### config.mk
export PLATFORM = sky130hd
export DESIGN_NAME = rr_arb_mux
export DESIGN_NICKNAME = d
export VERILOG_FILES = /design/src/rtl/mux_pkg.sv /design/src/rtl/rr_pick.sv /design/src/rtl/rr_arb_mux.sv
export SDC_FILE = /design/constraint.sdc
export NUM_CORES = 1
export LEC_CHECK = 0
export CAP_MARGIN = 20
export CELL_PAD_IN_SITES_DETAIL_PLACEMENT = 2
export CELL_PAD_IN_SITES_GLOBAL_PLACEMENT = 2
export CORE_MARGIN = 2
export CORE_UTILIZATION = 37
export CTS_CLUSTER_SIZE = 16
export DETAILED_ROUTE_END_ITERATION = 10
export DONT_BUFFER_PORTS = 1
export GPL_TIMING_DRIVEN = 0
export PLACE_DENSITY_LB_ADDON = 0.1
export REMOVE_ABC_BUFFERS = 1
export SLEW_MARGIN = 20
export SYNTH_ARGS = -nofsm -noshare
export SYNTH_HDL_FRONTEND = slang
export SYNTH_HIERARCHICAL = 1
export SYNTH_SLANG_ARGS = --single-unit
### constraint.sdc
create_clock -name clk -period 2.9 [get_ports clk]
set_input_delay 0.58 -clock clk [delete_from_list [all_inputs] [get_ports clk]]
set_output_delay 0.58 -clock clk [all_outputs]
set_load 0.02 [all_outputs]
### src/rtl/mux_pkg.sv
// rtl/mux_pkg.sv - shared constants and helpers for the arbitrated mux
package mux_pkg;

    localparam int MUX_MODE_FIXED = 0;
    localparam int MUX_MODE_RR    = 1;

    // Minimum index width for n channels; never below 1 so a 2-input mux still has a select bit.
    function automatic int clog2(input int n);
        int r;
        r = 0;
        while ((1 << r) < n) r++;
        return (r == 0) ? 1 : r;
    endfunction

endpackage

### src/rtl/rr_pick.sv
// rtl/rr_pick.sv - combinational winner pick, round-robin from ptr+1 or lowest-index-first
module rr_pick
    import mux_pkg::*;
#(
    parameter  int NUM_IN = 4,
    localparam int SEL_W  = clog2(NUM_IN)
) (
    input  logic [NUM_IN-1:0] req,
    input  logic [SEL_W-1:0]  ptr,
    input  logic              rr_mode,
    output logic [NUM_IN-1:0] gnt,
    output logic [SEL_W-1:0]  gnt_idx,
    output logic              any
);

    localparam logic [SEL_W:0] N_W = (SEL_W+1)'(NUM_IN);

    logic [SEL_W:0] cand;

    // One spare bit on cand lets ptr+1+k exceed NUM_IN-1 before a single wrap subtract.
    always_comb begin
        gnt     = '0;
        gnt_idx = '0;
        any     = 1'b0;
        cand    = '0;
        for (int k = 0; k < NUM_IN; k++) begin
            if (rr_mode) begin
                cand = {1'b0, ptr} + (SEL_W+1)'(k + 1);
            end else begin
                cand = (SEL_W+1)'(k);
            end
            if (cand >= N_W) begin
                cand = cand - N_W;
            end
            if (!any && req[cand[SEL_W-1:0]]) begin
                any                     = 1'b1;
                gnt[cand[SEL_W-1:0]]    = 1'b1;
                gnt_idx                 = cand[SEL_W-1:0];
            end
        end
    end

endmodule

### src/rtl/rr_arb_mux.sv
// rtl/rr_arb_mux.sv - N-input handshaked mux with built-in arbitration and one output register
module rr_arb_mux
    import mux_pkg::*;
#(
    parameter  int WIDTH   = 32,
    parameter  int NUM_IN  = 4,
    parameter  int RR_MODE = 1,
    localparam int SEL_W   = clog2(NUM_IN)
) (
    input  logic                    clk,
    input  logic                    rst_n,
    input  logic [NUM_IN-1:0]       in_valid,
    input  logic [NUM_IN*WIDTH-1:0] in_data,
    output logic [NUM_IN-1:0]       in_ready,
    output logic                    out_valid,
    output logic [WIDTH-1:0]        out_data,
    output logic [SEL_W-1:0]        out_src,
    input  logic                    out_ready
);

    logic [SEL_W-1:0]  ptr;
    logic              load_en;
    logic [NUM_IN-1:0] gnt;
    logic [SEL_W-1:0]  gnt_idx;
    logic              any;
    logic [WIDTH-1:0]  sel_data;

    rr_pick #(
        .NUM_IN (NUM_IN)
    ) u_pick (
        .req     (in_valid),
        .ptr     (ptr),
        .rr_mode (RR_MODE == MUX_MODE_RR),
        .gnt     (gnt),
        .gnt_idx (gnt_idx),
        .any     (any)
    );

    assign load_en  = !out_valid || out_ready;
    // Gated by rst_n so no source believes it was accepted while the register is held in reset.
    assign in_ready = (load_en && rst_n) ? gnt : '0;
    assign sel_data = in_data[int'(gnt_idx)*WIDTH +: WIDTH];

    always_ff @(posedge clk or negedge rst_n) begin
        if (!rst_n) begin
            out_valid <= 1'b0;
            out_data  <= '0;
            out_src   <= '0;
            ptr       <= SEL_W'(NUM_IN - 1);
        end else if (load_en) begin
            if (any) begin
                out_valid <= 1'b1;
                out_data  <= sel_data;
                out_src   <= gnt_idx;
                if (RR_MODE == MUX_MODE_RR) begin
                    ptr <= gnt_idx;
                end
            end else begin
                out_valid <= 1'b0;
            end
        end
    end

endmodule

---- Yosys cells after proc, flatten, opt, wreduce, memory -nomap -nowiden ----
Cells that the tools add are included.
operators by class
  $add $sub $neg .......................... 8
  order comparisons ....................... 12
  shift operators ......................... 1
  muxes and demuxes ....................... 34
  bitwise logic cells ..................... 3
  reduce and logical (&&, ||, !) cells .... 14
operators by type and width
  cell                   count
  $shiftx A128 B8 Y32    1
  $mux W4                5
  $mux W2                8
  $mux W1                13
  $ge A3 B3 Y1 const B   4
  $lt A2 B3 Y1 const B   4
  $or A4 B4 Y4           3
  $bmux W1 S2            4
  $demux W1 S2           4
  $ge A2 B1 Y1 const B   4
  $logic_and A1 B1 Y1    8
  $sub A2 B1 Y2 const B  4
  $add A2 B2 Y3 const B  2
  $logic_not A1 Y1       4
  $add A2 B1 Y3 const B  1
  $add A2 B3 Y3 const B  1
  $reduce_and A2 Y1      1
  $logic_or A1 B1 Y1     1
word-level totals
  bits in registers ....................... 37
  input bits .............................. 135
  output and inout bits ................... 39
  word-level logic and storage cells ...... 76

---- Depth between registers and ports, before layout ----
  depth after elaboration ................. 16
  depth in mapped cells ................... 10
  gate-level depth less buffers ........... 7

---- Hierarchy ----
Netlist, hierarchy kept.
modules (own cells, without submodules)
  module      times used  cells each  area an instance (µm²)
  rr_arb_mux  1           125         2,185.8
  rr_pick     1           64          407.9

---- Least setup slack after synthesis ----
No wires, ideal clock.
  path kind ............................... input -> register
  start point ............................. input port in_valid[0]
  end point ............................... register out_data[27]
  library setup time ...................... 0.125 ns
  arrival ................................. 2.478 ns
  required time ........................... 2.775 ns
  setup slack ............................. 0.297 ns
  cell stages on the path ................. 9
  buffers on the path ..................... 3
  path through ............................ buf_2 a221oi_1 o22ai_2 o311a_1 a21oi_1 buf_6 buf_6 mux4_2 mux2_2
between the ends
  cells in the longest elaborated chain, start to end .. 13
ends and longest elaborated chain
  item                           line              text
  start: declaration             rr_arb_mux.sv:12  input logic [NUM_IN-1:0] in_valid,
  $bmux W1 S2                    rr_pick.sv:35     if (!any && req[cand[SEL_W-1:0]]) begin
  $mux W1 (implied by the code)  rr_pick.sv:35
  $mux W1                        rr_pick.sv:35
  $logic_not A1 Y1               rr_pick.sv:35
  $logic_and A1 B1 Y1            rr_pick.sv:35
  $mux W1                        rr_pick.sv:35
  $logic_not A1 Y1               rr_pick.sv:35
  $logic_and A1 B1 Y1            rr_pick.sv:35
  $mux W1                        rr_pick.sv:35
  $logic_not A1 Y1               rr_pick.sv:35
  $logic_and A1 B1 Y1            rr_pick.sv:35
  $mux W2 (*)                    rr_pick.sv:35
  named net gnt_idx[0]           rr_arb_mux.sv:24  logic [SEL_W-1:0] gnt_idx;
  $shiftx A128 B8 Y32 (*)        rr_arb_mux.sv:42  assign sel_data = in_data[int'(gnt_idx)*WIDTH +: WIDTH];
  end signal: assignment         rr_arb_mux.sv:53  out_data <= sel_data;
  end: declaration               rr_arb_mux.sv:16  output logic [WIDTH-1:0] out_data,
The timed path passes the listed nets; every way through them passes the cells marked *. The select of a mux whose other input is x is not followed.
A chain may end at the register's enable or synchronous reset.

---- Worst setup path after layout ----
  start point ............................. register ptr[0]
  end point ............................... register out_data[11]
between the ends
  cells in the longest elaborated chain, start to end .. 16
ends and longest elaborated chain
  item                                                  line                          text
  start: declaration                                    rr_arb_mux.sv:21              logic [SEL_W-1:0] ptr;
  start signal: assignment                              rr_arb_mux.sv:49              ptr <= SEL_W'(NUM_IN - 1);
  start signal: assignment                              rr_arb_mux.sv:56              ptr <= gnt_idx;
  $add A2 B1 Y3                                         rr_pick.sv:28                 cand = {1'b0, ptr} + (SEL_W+1)'(k + 1);
  $ge A3 B3 Y1 / $sub A2 B1 Y2 (equally long branches)  rr_pick.sv:32, rr_pick.sv:33
  $mux W2                                               rr_pick.sv:32                 if (cand >= N_W) begin
  $bmux W1 S2                                           rr_pick.sv:35
  $mux W1 (implied by the code)                         rr_pick.sv:35
  $mux W1                                               rr_pick.sv:35
  $logic_not A1 Y1                                      rr_pick.sv:35
  $logic_and A1 B1 Y1                                   rr_pick.sv:35
  $mux W1                                               rr_pick.sv:35
  $logic_not A1 Y1                                      rr_pick.sv:35
  $logic_and A1 B1 Y1                                   rr_pick.sv:35
  $mux W1                                               rr_pick.sv:35
  $logic_not A1 Y1                                      rr_pick.sv:35
  $logic_and A1 B1 Y1                                   rr_pick.sv:35
  $mux W2 (*)                                           rr_pick.sv:35
  named net gnt_idx[0]                                  rr_arb_mux.sv:24
  $shiftx A128 B8 Y32 (*)                               rr_arb_mux.sv:42
Marks and branches as above.

==> summary.md <==
| Metric | Value |
|---|---|
| Run status | finished, violations left |
| Violated checks | setup timing |
| CTS tree | yes |
| WS Path Type | flip-flop to flip-flop |
| Flops & latches, synth | 37 |
| CTS sink count | 37 |
| Final Wtd Congestion | 0.776 |
| Fin crit share | 101% |
| Drt wl/cell | 27.0 um |
| Clock Latency Late Sink | 0.28 ns |
| Ys async rst share | 100% |
| Crit path arrival time | 3.10 ns |
| Final core utilization | 47.4% |
| Global Route Usage Sum | 20.3% |
| Pin count of the biggest net entering global routing | 36 |
| Most frequent CP cell | clkbuf_16 |
| H-Tree Depth | 2 |
| Initial core utilization | 38.2% |
| Die H | 87.7 um |
| Largest stage delay, worst path | 0.66 ns |
| Power per cell area | 924 nW/um^2 |
| CP Launch Type | flip-flop |
| Synth Warn # | 6 |
| Min Clock Period, post-route | 2.93 ns |
| Total Wirelength | 8.42 mm |
| VDD IR max | 0.404 mV |
| Initial antenna violation count | 1 |
| Rows | 30 |
| CP max FO | 8 |
| CTS root buf | clkbuf_8 |
| Hold Crit Class | input pin to async pin |
| Number of fill cells | 644 |
| Share of layout cells above drive strength 1 | 57.9% |
| R2r setup slk | -0.03 ns |
| GR Overflow Total | 0 |
| Crit path buf inv count | 2 |
| Core region area | 6790 sq um |
| Initial DRT Pass Iterations | 4 |
| Hpwl dp | 5.90 mm |
| Vias in the first global route | 2133 |
| Input/output buffers | 0 |
| DR DRC count | 0 |
| Area of the mapped netlist | 2590 sq um |
| Die ar. | 7700 sq um |
| Commonest non-fill, non-tap cells in the layout | dfrtp_1 (35), mux4_2 (31), mux2_2 (23) |
| Clock transition at path regs | 0.08 ns |
| R2R cell count | 9 |
| Crit-path cells | nand3b_1, nor2_1, a21oi_1, o311a_1, a21oi_4, clkbuf_16, clkbuf_16, mux4_2, mux2_4 |
| Slowest-stage cell, CP | dfstp_2 |
| Die X | 87.7 um |
| Layout Nets | 350 |
| R2R Path End | out_data[11]$_DFFE_PN0P_ |
| Delay-heaviest family, CP | multiplexers |
| Routed Antenna Nets | 0 |
| Worst setup margin | -0.0346 ns |
| Cells after Synth | 189 |
| Lkg Pwr | 0.00127 uW |
| Pre-CTS setup slack | -0.406 ns |
| Most common cell after layout, fill and taps aside | dfrtp_1 |
| FF+latch area | 928 sq um |
| Maxcap violations | 0 |
| Hold Fails Final Rpt | 0 |
| Worst r2r src | ptr[0]$_DFFE_PN1P_ |
| Crit end category | flip-flop |
| Diodes inserted | 0 |
| Total number of vias | 1886 |
| Avg Cell Area, Syn | 13.7 sq um |
| CTS Buffer Depth | 2 |
| Total CTS buffers | 5 |
| RSZ-0062 raised after global routing | true |
| Post-synth top flop | dfrtp_1 |
| WP data required | 3.07 ns |
| Worst Skew | 0.00951 ns |
| Vias per cell | 6.04 |
| Setup-violating endpoint count in the final report | 3 |
| CP Depth | 9 |
| Register area share after synthesis | 35.8% |
| Max-slew violations | 0 |
| FMAX | 341 MHz |
| I/O Pins | 174 |
| Initial DRC count | 43 |
| Synth cell types | 47 |
| Layout overhead on the synthesized area | 24.1% |
| Post-synth EDFFs | 0 |
| Global-route wire length before repair | 11.7 mm |
| Footprint of the multi-input gates | 1710 sq um |
-- per-layer routing --
metal	up-vias	global-route usage, %	wire length [um]
li1	799	-	-
met1	988	23.2	3050
met2	93	39.5	4800
met3	4	4.34	533
met4	2	2.52	25
met5	-	0	13
-- logic make-up (layout without fill, tap and decap cells) --
| kind of cell | count (synthesis) | count (layout) | synth area share, % |
|---|---|---|---|
| multiplexers | 67 | 67 | 43.4 |
| AO/OA/AOI/OAI | 30 | 30 | 8.15 |
| buffers and inverters | 19 | 42 | 4.53 |
| other | 1 | 5 | 0.145 |
| flip-flops | 37 | 37 | 35.8 |
| AND/OR/NAND/NOR | 34 | 34 | 7.67 |
| XOR/XNOR | 1 | 1 | 0.338 |
-- layout make-up --
class	count	share of cell area (%)
Tap cell	96	3.73
Clock buffer	7	2.68
Sequential cell	37	28.8
Inverter	2	0.233
Timing Repair Buffer	32	11.1
Multi-Input combinational cell	137	53.2
Clock inverter	1	0.233
-- report_power, final --
group | internal [uW] | switching (uW) | total, uW | leakage, uW
logic | 878 | 530 | 1410 | 0.000800
clock network | 193 | 177 | 370 | 0.0000445
registers | 735 | 463 | 1200 | 0.000428
-- how the worst max path moves through the flow --
| stage | start | to |
|---|---|---|
| 5_1_grt | ptr[0]$_DFFE_PN1P_ | out_data[11]$_DFFE_PN0P_ |
| 3_5_place_dp | ptr[0]$_DFFE_PN1P_ | out_data[27]$_DFFE_PN0P_ |
| 3_3_place_gp | ptr[0]$_DFFE_PN1P_ | out_data[31]$_DFFE_PN0P_ |
| 4_1_cts | ptr[0]$_DFFE_PN1P_ | out_data[27]$_DFFE_PN0P_ |
| 6_report | ptr[0]$_DFFE_PN1P_ | out_data[11]$_DFFE_PN0P_ |
| 2_1_floorplan | ptr[0]$_DFFE_PN1P_ | out_data[25]$_DFFE_PN0P_ |
-- worst register-to-register path: cells and delay by family (launching register included) --
kind	cells	cell delay [ns]
muxes	2	0.80
DFF	1	0.66
AOI/OAI and AO/OA	3	0.61
and+or+nand+nor	2	0.38
buffers and inverters	2	0.38
-- synth_stat cells (all sizes together), types with 2 or more instances --
| cell | instances | share of area (%) |
|---|---|---|
| mux2 | 34 | 15 |
| mux4 | 32 | 28 |
| buf | 14 | 3.8 |
| o22ai | 4 | 1.2 |
| o21ai | 8 | 1.7 |
| nor2b | 3 | 0.72 |
| nor3 | 3 | 0.58 |
| dfrtp | 35 | 34 |
| dfstp | 2 | 2.0 |
| a22oi | 2 | 0.58 |
| nand2b | 3 | 1.0 |
| nor2 | 7 | 1.0 |
| nand3b | 2 | 0.58 |
| a21o | 2 | 0.58 |
| and3 | 5 | 1.2 |
| clkbuf | 3 | 0.48 |
| a21oi | 4 | 0.77 |
| nand2 | 5 | 0.72 |
| inv | 2 | 0.29 |
-- stage by stage --
step | total power (uW) | hold WS, ns | cells | TNS (ns) | instance area, sq um
CTS | 2760 | 0.123 | 303 | -0.00563 | 3010
global placement | 2090 | 0.285 | 272 | -106.29 | 2620
detailed placement | 2230 | 0.286 | 277 | -9.00 | 2740
finish | 2980 | 0.124 | 312 | -0.0363 | 3220
floorplan | 1920 | 0.284 | 176 | -76.13 | 2500
global route | 3140 | 0.123 | 312 | -2.71 | 3220
-- repair_timing --
action                                  4_1_cts  5_1_grt
pin swaps                                     1        8
setup buffers                                17        6
gates resized for setup                       7       30
cloned                                        0        3
hold endpoints to repair                     35        0
endpoints found under the setup margin       31       31
hold buffers                                  1        0
-- sequential cells by signal, summed over array words and instances, names as in the netlist --
signal / flops
out_src: 2
ptr: 2
out_valid: 1
out_data: 32
Note: power is estimated with default switching activity, not from simulation.
==> patch 1 (same flow settings) <==
`NUM_IN` is set to 4 in 2 places; all go to 8.
--- a/src/rtl/rr_pick.sv
+++ b/src/rtl/rr_pick.sv
@@ -3,5 +3,5 @@
     import mux_pkg::*;
 #(
-    parameter  int NUM_IN = 4,
+    parameter  int NUM_IN = 8,
     localparam int SEL_W  = clog2(NUM_IN)
 ) (
--- a/src/rtl/rr_arb_mux.sv
+++ b/src/rtl/rr_arb_mux.sv
@@ -4,5 +4,5 @@
 #(
     parameter  int WIDTH   = 32,
-    parameter  int NUM_IN  = 4,
+    parameter  int NUM_IN  = 8,
     parameter  int RR_MODE = 1,
     localparam int SEL_W   = clog2(NUM_IN)
Interface: changed (resized in_data, in_ready, in_valid and out_src); port bits go from 174 to 311. No check against the original RTL was run, so the function may have changed too.
==> patch 1 against the original RTL <==
- count of clock-buffer cells in the layout shrank 2
- setup slack lost 1500 ps
- total power grew to 5.9 times the old value
- largest power group unchanged
- critical path depth grew 7
- die area grew 100%
- clock skew grew 3.6 ps
- the run still ends with setup timing left
- fmax shrank 34%
- routed wire length grew to 4.5 times the old value
- final area grew to 2.5 times the old value
- area after synthesis grew 110%
- sequential cell count grew 2
- final cell count grew to 2.8 times the old value
==> patch 1: results (changes against the original RTL) <==
.. list-table::
   :header-rows: 1

   * - Metric
     - Value
   * - Kind of cell with the highest combined delay on the critical path
     - simple AND/OR/NAND/NOR gates (was multiplexers)
   * - Aggregate routed wire length
     - 37500 um (was 8420 um)
   * - Largest cells by area after synthesis
     - sky130_fd_sc_hd__dfrtp_1, sky130_fd_sc_hd__mux2i_1, sky130_fd_sc_hd__mux2_1 (was sky130_fd_sc_hd__dfrtp_1, sky130_fd_sc_hd__mux4_2, sky130_fd_sc_hd__mux2_2)
   * - Maximum number of pins on one net before global-route repair
     - 38 (was 36)
   * - Top cells by count, synth
     - sky130_fd_sc_hd__mux2i_1, sky130_fd_sc_hd__o21ai_0, sky130_fd_sc_hd__mux2_1, sky130_fd_sc_hd__dfrtp_1, sky130_fd_sc_hd__o22ai_1 (was sky130_fd_sc_hd__dfrtp_1, sky130_fd_sc_hd__mux2_2, sky130_fd_sc_hd__mux4_2, sky130_fd_sc_hd__nor2_1, sky130_fd_sc_hd__buf_2)
   * - Fraction of final layout cells sized beyond drive strength 1
     - 0.522 (was 0.579)
   * - Vias after detailed routing
     - 6701 (was 1886)
   * - Violated checks
     - setup timing (unchanged)
   * - Registers with the highest flip-flop counts
     - out_data x32, out_src x3, ptr x3 (was out_data x32, out_src x2, ptr x2)
   * - Part of the Yosys area used for sequential elements
     - 0.183 (was 0.358)
   * - Leakage power of the design
     - 3.26 nW (was 1.27 nW)
   * - Placed insts
     - 741 (was 277)
   * - Global-route wire length before repair
     - 43000 um (was 11700 um)
   * - Number of standard cells in the final layout excluding fillers
     - 886 (was 312)
   * - Setup clock skew after layout
     - 13.1 ps (was 9.51 ps)
   * - Slowest-stage cell, CP
     - sky130_fd_sc_hd__dfstp_4 (was sky130_fd_sc_hd__dfstp_2)
   * - Stage delay of the slowest cell on the critical path
     - 680 ps (was 660 ps)
   * - Critical register-to-register path endpoint
     - out_data[14] (was out_data[11])
   * - Status
     - finished, violations left (unchanged)
   * - Worst skew pair latency
     - 310 ps (was 280 ps)
   * - Post-Route Setup TNS
     - -61020 ps (was -36.3 ps)
   * - Cell count of the worst reg-to-reg path
     - 16 (was 9)
   * - Initial DRT Pass Iterations
     - 5 (was 4)
   * - DPL Wire Length
     - 17300 um (was 5900 um)
   * - Cells after synthesis
     - 596 (was 189)
   * - Final worst slack
     - -1540 ps (was -34.6 ps)
   * - Final number of setup-violating endpoints
     - 47 (was 3)
   * - Worst slack at placement
     - -3850 ps (was -406 ps)
   * - Nets
     - 967 (was 350)
   * - Largest vdd supply drop
     - 0.00127 V (was 0.000404 V)
==> patch 1: stage by stage <==
step | hold slack, ps | power [mW]
3_5_place_dp | 288 | 9.31
4_1_cts | 134 | 14.1
5_1_grt | 109 | 18.0
3_3_place_gp | 288 | 5.70
2_1_floorplan | 284 | 4.91
6_report | 92.0 | 17.7
==> patch 1: metal layers <==
| layer | vias up | track usage | part of all wire |
|---|---|---|---|
| met5 | - | 0 | 0 |
| met3 | 199 | 0.0619 | 0.085 |
| met1 | 3358 | 0.428 | 0.35 |
| li1 | 2573 | - | - |
| met2 | 571 | 0.638 | 0.49 |
| met4 | 0 | 0.143 | 0.077 |
==> patch 1: repair_timing <==
item                                    in CTS  in global routing
pin swaps                                   66                 56
endpoints found under the hold margin       36                  0
gates resized for setup                    201                 93
endpoints found under the setup margin      47                 47
cloned                                       6                  5
hold buffers                                 1                  0
setup buffers                               83                 38
==> patch 1: how the worst max path moves through the flow <==
| stage | from | to | slack [ps] | cells past startpoint |
|---|---|---|---|---|
| final | ptr[1] | out_data[14] | -1540 | 16 |
| after global routing | ptr[1] | out_data[14] | -1590 | 16 |
| after CTS | ptr[0] | out_data[23] | -1010 | 17 |
| after detailed placement | ptr[0] | out_data[23] | -3850 | 16 |
| after global placement | ptr[0] | out_data[28] | -9660 | 12 |
| after floorplan | ptr[0] | out_data[23] | -6840 | 12 |
==> patch 1: cell type report <==
type / instances / area (um^2)
fill: 1304 / 5910
multi-input combinational: 510 / 5120
timing repair buffer: 137 / 1530
sequential: 39 / 991
tap: 180 / 225
clock buffer: 5 / 125
clock inverter: 3 / 43.8
inverter: 5 / 27.5
antenna: 7 / 17.5
==> patch 1: cells by family (layout without fill, tap and decap cells) <==
group | after synthesis | count (layout) | share of synthesized area
other | 1 | 16 | 0.000700
adders and majority gates | 2 | 2 | 0.00467
AOI/OAI and AO/OA | 195 | 195 | 0.286
buffers and inverters | 61 | 150 | 0.0684
DFF | 39 | 39 | 0.183
xor gates and xnor gates | 5 | 5 | 0.00958
and+or+nand+nor | 149 | 155 | 0.159
muxes | 144 | 144 | 0.289
==> patch 1: power breakdown <==
group	internal [mW]	total (mW)	switching (mW)
registers	0.864	1.56	0.699
clock network	0.408	0.705	0.297
logic	7.64	15.4	7.77
total	8.91	17.7	8.77
==> patch 2 (same settings) <==
Without the edit above. Make the reset (`rst_n`) synchronous in one clocked block.
--- a/src/rtl/rr_arb_mux.sv
+++ b/src/rtl/rr_arb_mux.sv
@@ -42,5 +42,5 @@
     assign sel_data = in_data[int'(gnt_idx)*WIDTH +: WIDTH];
 
-    always_ff @(posedge clk or negedge rst_n) begin
+    always_ff @(posedge clk) begin
         if (!rst_n) begin
             out_valid <= 1'b0;
Formal check against the unedited RTL: differs if rst_n is asserted again (counterexample within 4 cycles, from zero or initial values and one cycle with rst_n low); with rst_n held inactive, the same outputs for 10 cycles.
==> patch 2 against the original RTL <==
- final area is 18% lower
- area after synthesis is 7.7% lower
- non-clock buffer count decreased by 26
- routed wire length fell by 8.1%
- core utilization decreased by 5.8 points
- setup slack improved by 170 ps
- clock skew shrank 2.7 ps
- sequential cell count unchanged
- critical path type is now flop to primary output
Power is not compared: it rests on default switching activity, and its combinational part moved more than twofold at a synthesized area within 25%.
==> patch 2: results (changes against the original RTL) <==
.. list-table::
   :header-rows: 1

   * - Metric
     - Value
   * - GRT Util Overall
     - 0.215 (was 0.203)
   * - Stage delay of the slowest cell on the critical path
     - 460 ps (was 660 ps)
   * - Part of the Yosys area used for sequential elements
     - 0.309 (was 0.358)
   * - Placed insts
     - 265 (was 277)
   * - Nets
     - 332 (was 350)
   * - Starting DRT DRC Count
     - 51 (was 43)
   * - Maximum number of pins on one net before global-route repair
     - 33 (was 36)
   * - Kind of cell with the highest combined delay on the critical path
     - compound AO/OA/AOI/OAI gates (was multiplexers)
   * - Via count of the first global-routing pass
     - 2071 (was 2133)
   * - GP Congestion
     - 0.818 (was 0.776)
   * - Slowest-stage cell, CP
     - sky130_fd_sc_hd__dfxtp_4 (was sky130_fd_sc_hd__dfstp_2)
   * - Hold Worst Slack
     - 366 ps (was 124 ps)
   * - Critical register-to-register path endpoint
     - out_data[13] (was out_data[11])
   * - Number of standard cells in the final layout excluding fillers
     - 275 (was 312)
   * - Area after detailed placement
     - 2480 um^2 (was 2740 um^2)
   * - Aggregate routed wire length
     - 7740 um (was 8420 um)
   * - DPL Wire Length
     - 6040 um (was 5900 um)
   * - Proportion of synthesized area in mux cells
     - 0.310 (was 0.434)
   * - Hold Crit Class
     - primary input to flop (was primary input to asynchronous set/reset pin)
   * - Launch instance of the worst register-to-register path
     - ptr[0] (unchanged)
   * - Mean instance size in the synthesized netlist
     - 11.9 um^2 (was 13.7 um^2)
   * - Fraction of the mapped netlist area in compound gates
     - 0.222 (was 0.0815)
   * - Top cells by count, synth
     - sky130_fd_sc_hd__dfxtp_1, sky130_fd_sc_hd__a22o_1, sky130_fd_sc_hd__mux4_2, sky130_fd_sc_hd__buf_2, sky130_fd_sc_hd__o21ai_0 (was sky130_fd_sc_hd__dfrtp_1, sky130_fd_sc_hd__mux2_2, sky130_fd_sc_hd__mux4_2, sky130_fd_sc_hd__nor2_1, sky130_fd_sc_hd__buf_2)
   * - Status
     - finished, final reports clean (was finished, violations left)
   * - Largest cells by area after synthesis
     - sky130_fd_sc_hd__dfxtp_1, sky130_fd_sc_hd__mux4_2, sky130_fd_sc_hd__a22o_1 (was sky130_fd_sc_hd__dfrtp_1, sky130_fd_sc_hd__mux4_2, sky130_fd_sc_hd__mux2_2)
   * - Overall die area
     - 7130 um^2 (was 7700 um^2)
   * - Vias after detailed routing
     - 1884 (was 1886)
   * - Main flop type after synthesis
     - sky130_fd_sc_hd__dfxtp_1 (was sky130_fd_sc_hd__dfrtp_1)
   * - Netlist cell types
     - 44 (was 47)
   * - Arrival time worst endpoint
     - 2180 ps (was 3100 ps)
   * - Fraction of final layout cells sized beyond drive strength 1
     - 0.288 (was 0.579)
   * - Worst slack at placement
     - -280 ps (was -406 ps)
   * - Setup slack, reg-to-reg
     - 160 ps (was -30 ps)
   * - Initial antenna violation count
     - 0 (was 1)
   * - Maximum fanout encountered on the critical timing path
     - 17 (was 8)
   * - Xor and xnor fraction of the mapped netlist area
     - 0.00366 (was 0.00338)
   * - Fraction of registers with async set or reset after synthesis
     - 0 (was 1.00)
   * - Global-route wire length before repair
     - 12100 um (was 11700 um)
patch 2: per-layer routing:
metal  vias up  wire length, um  track usage
li1        812                -            -
met1       946             2800        0.244
met2       118             4060        0.388
met3         8              778       0.0806
met4         0               96       0.0418
met5         -                0            0
patch 2: how the worst max path moves through the flow:
stage | from | end | slack [ps]
after floorplan | ptr[0] | out_data[24] | -2130
after global placement | ptr[0] | out_data[24] | -3040
after detailed placement | ptr[0] | out_data[24] | -280
after CTS | ptr[0] | in_ready[1] | 20
after global routing | ptr[0] | in_ready[1] | 7
final | ptr[0] | in_ready[1] | 140
patch 2: cell type report:
class | instances | area (um^2)
Multi-Input combinational cell | 144 | 1560
Inverter | 3 | 11.3
Fill cell | 652 | 3690
Sequential cell | 37 | 748
Clock buffer | 6 | 72.6
Timing Repair Buffer | 6 | 96.3
Clock inverter | 2 | 38.8
Tap cell | 77 | 96.3
patch 2: timing repair:
item	4_1_cts	5_1_grt
hold buffers	0	0
pin swaps	1	0
setup endpoints to repair	32	18
resized for setup	3	4
setup buffers	2	0
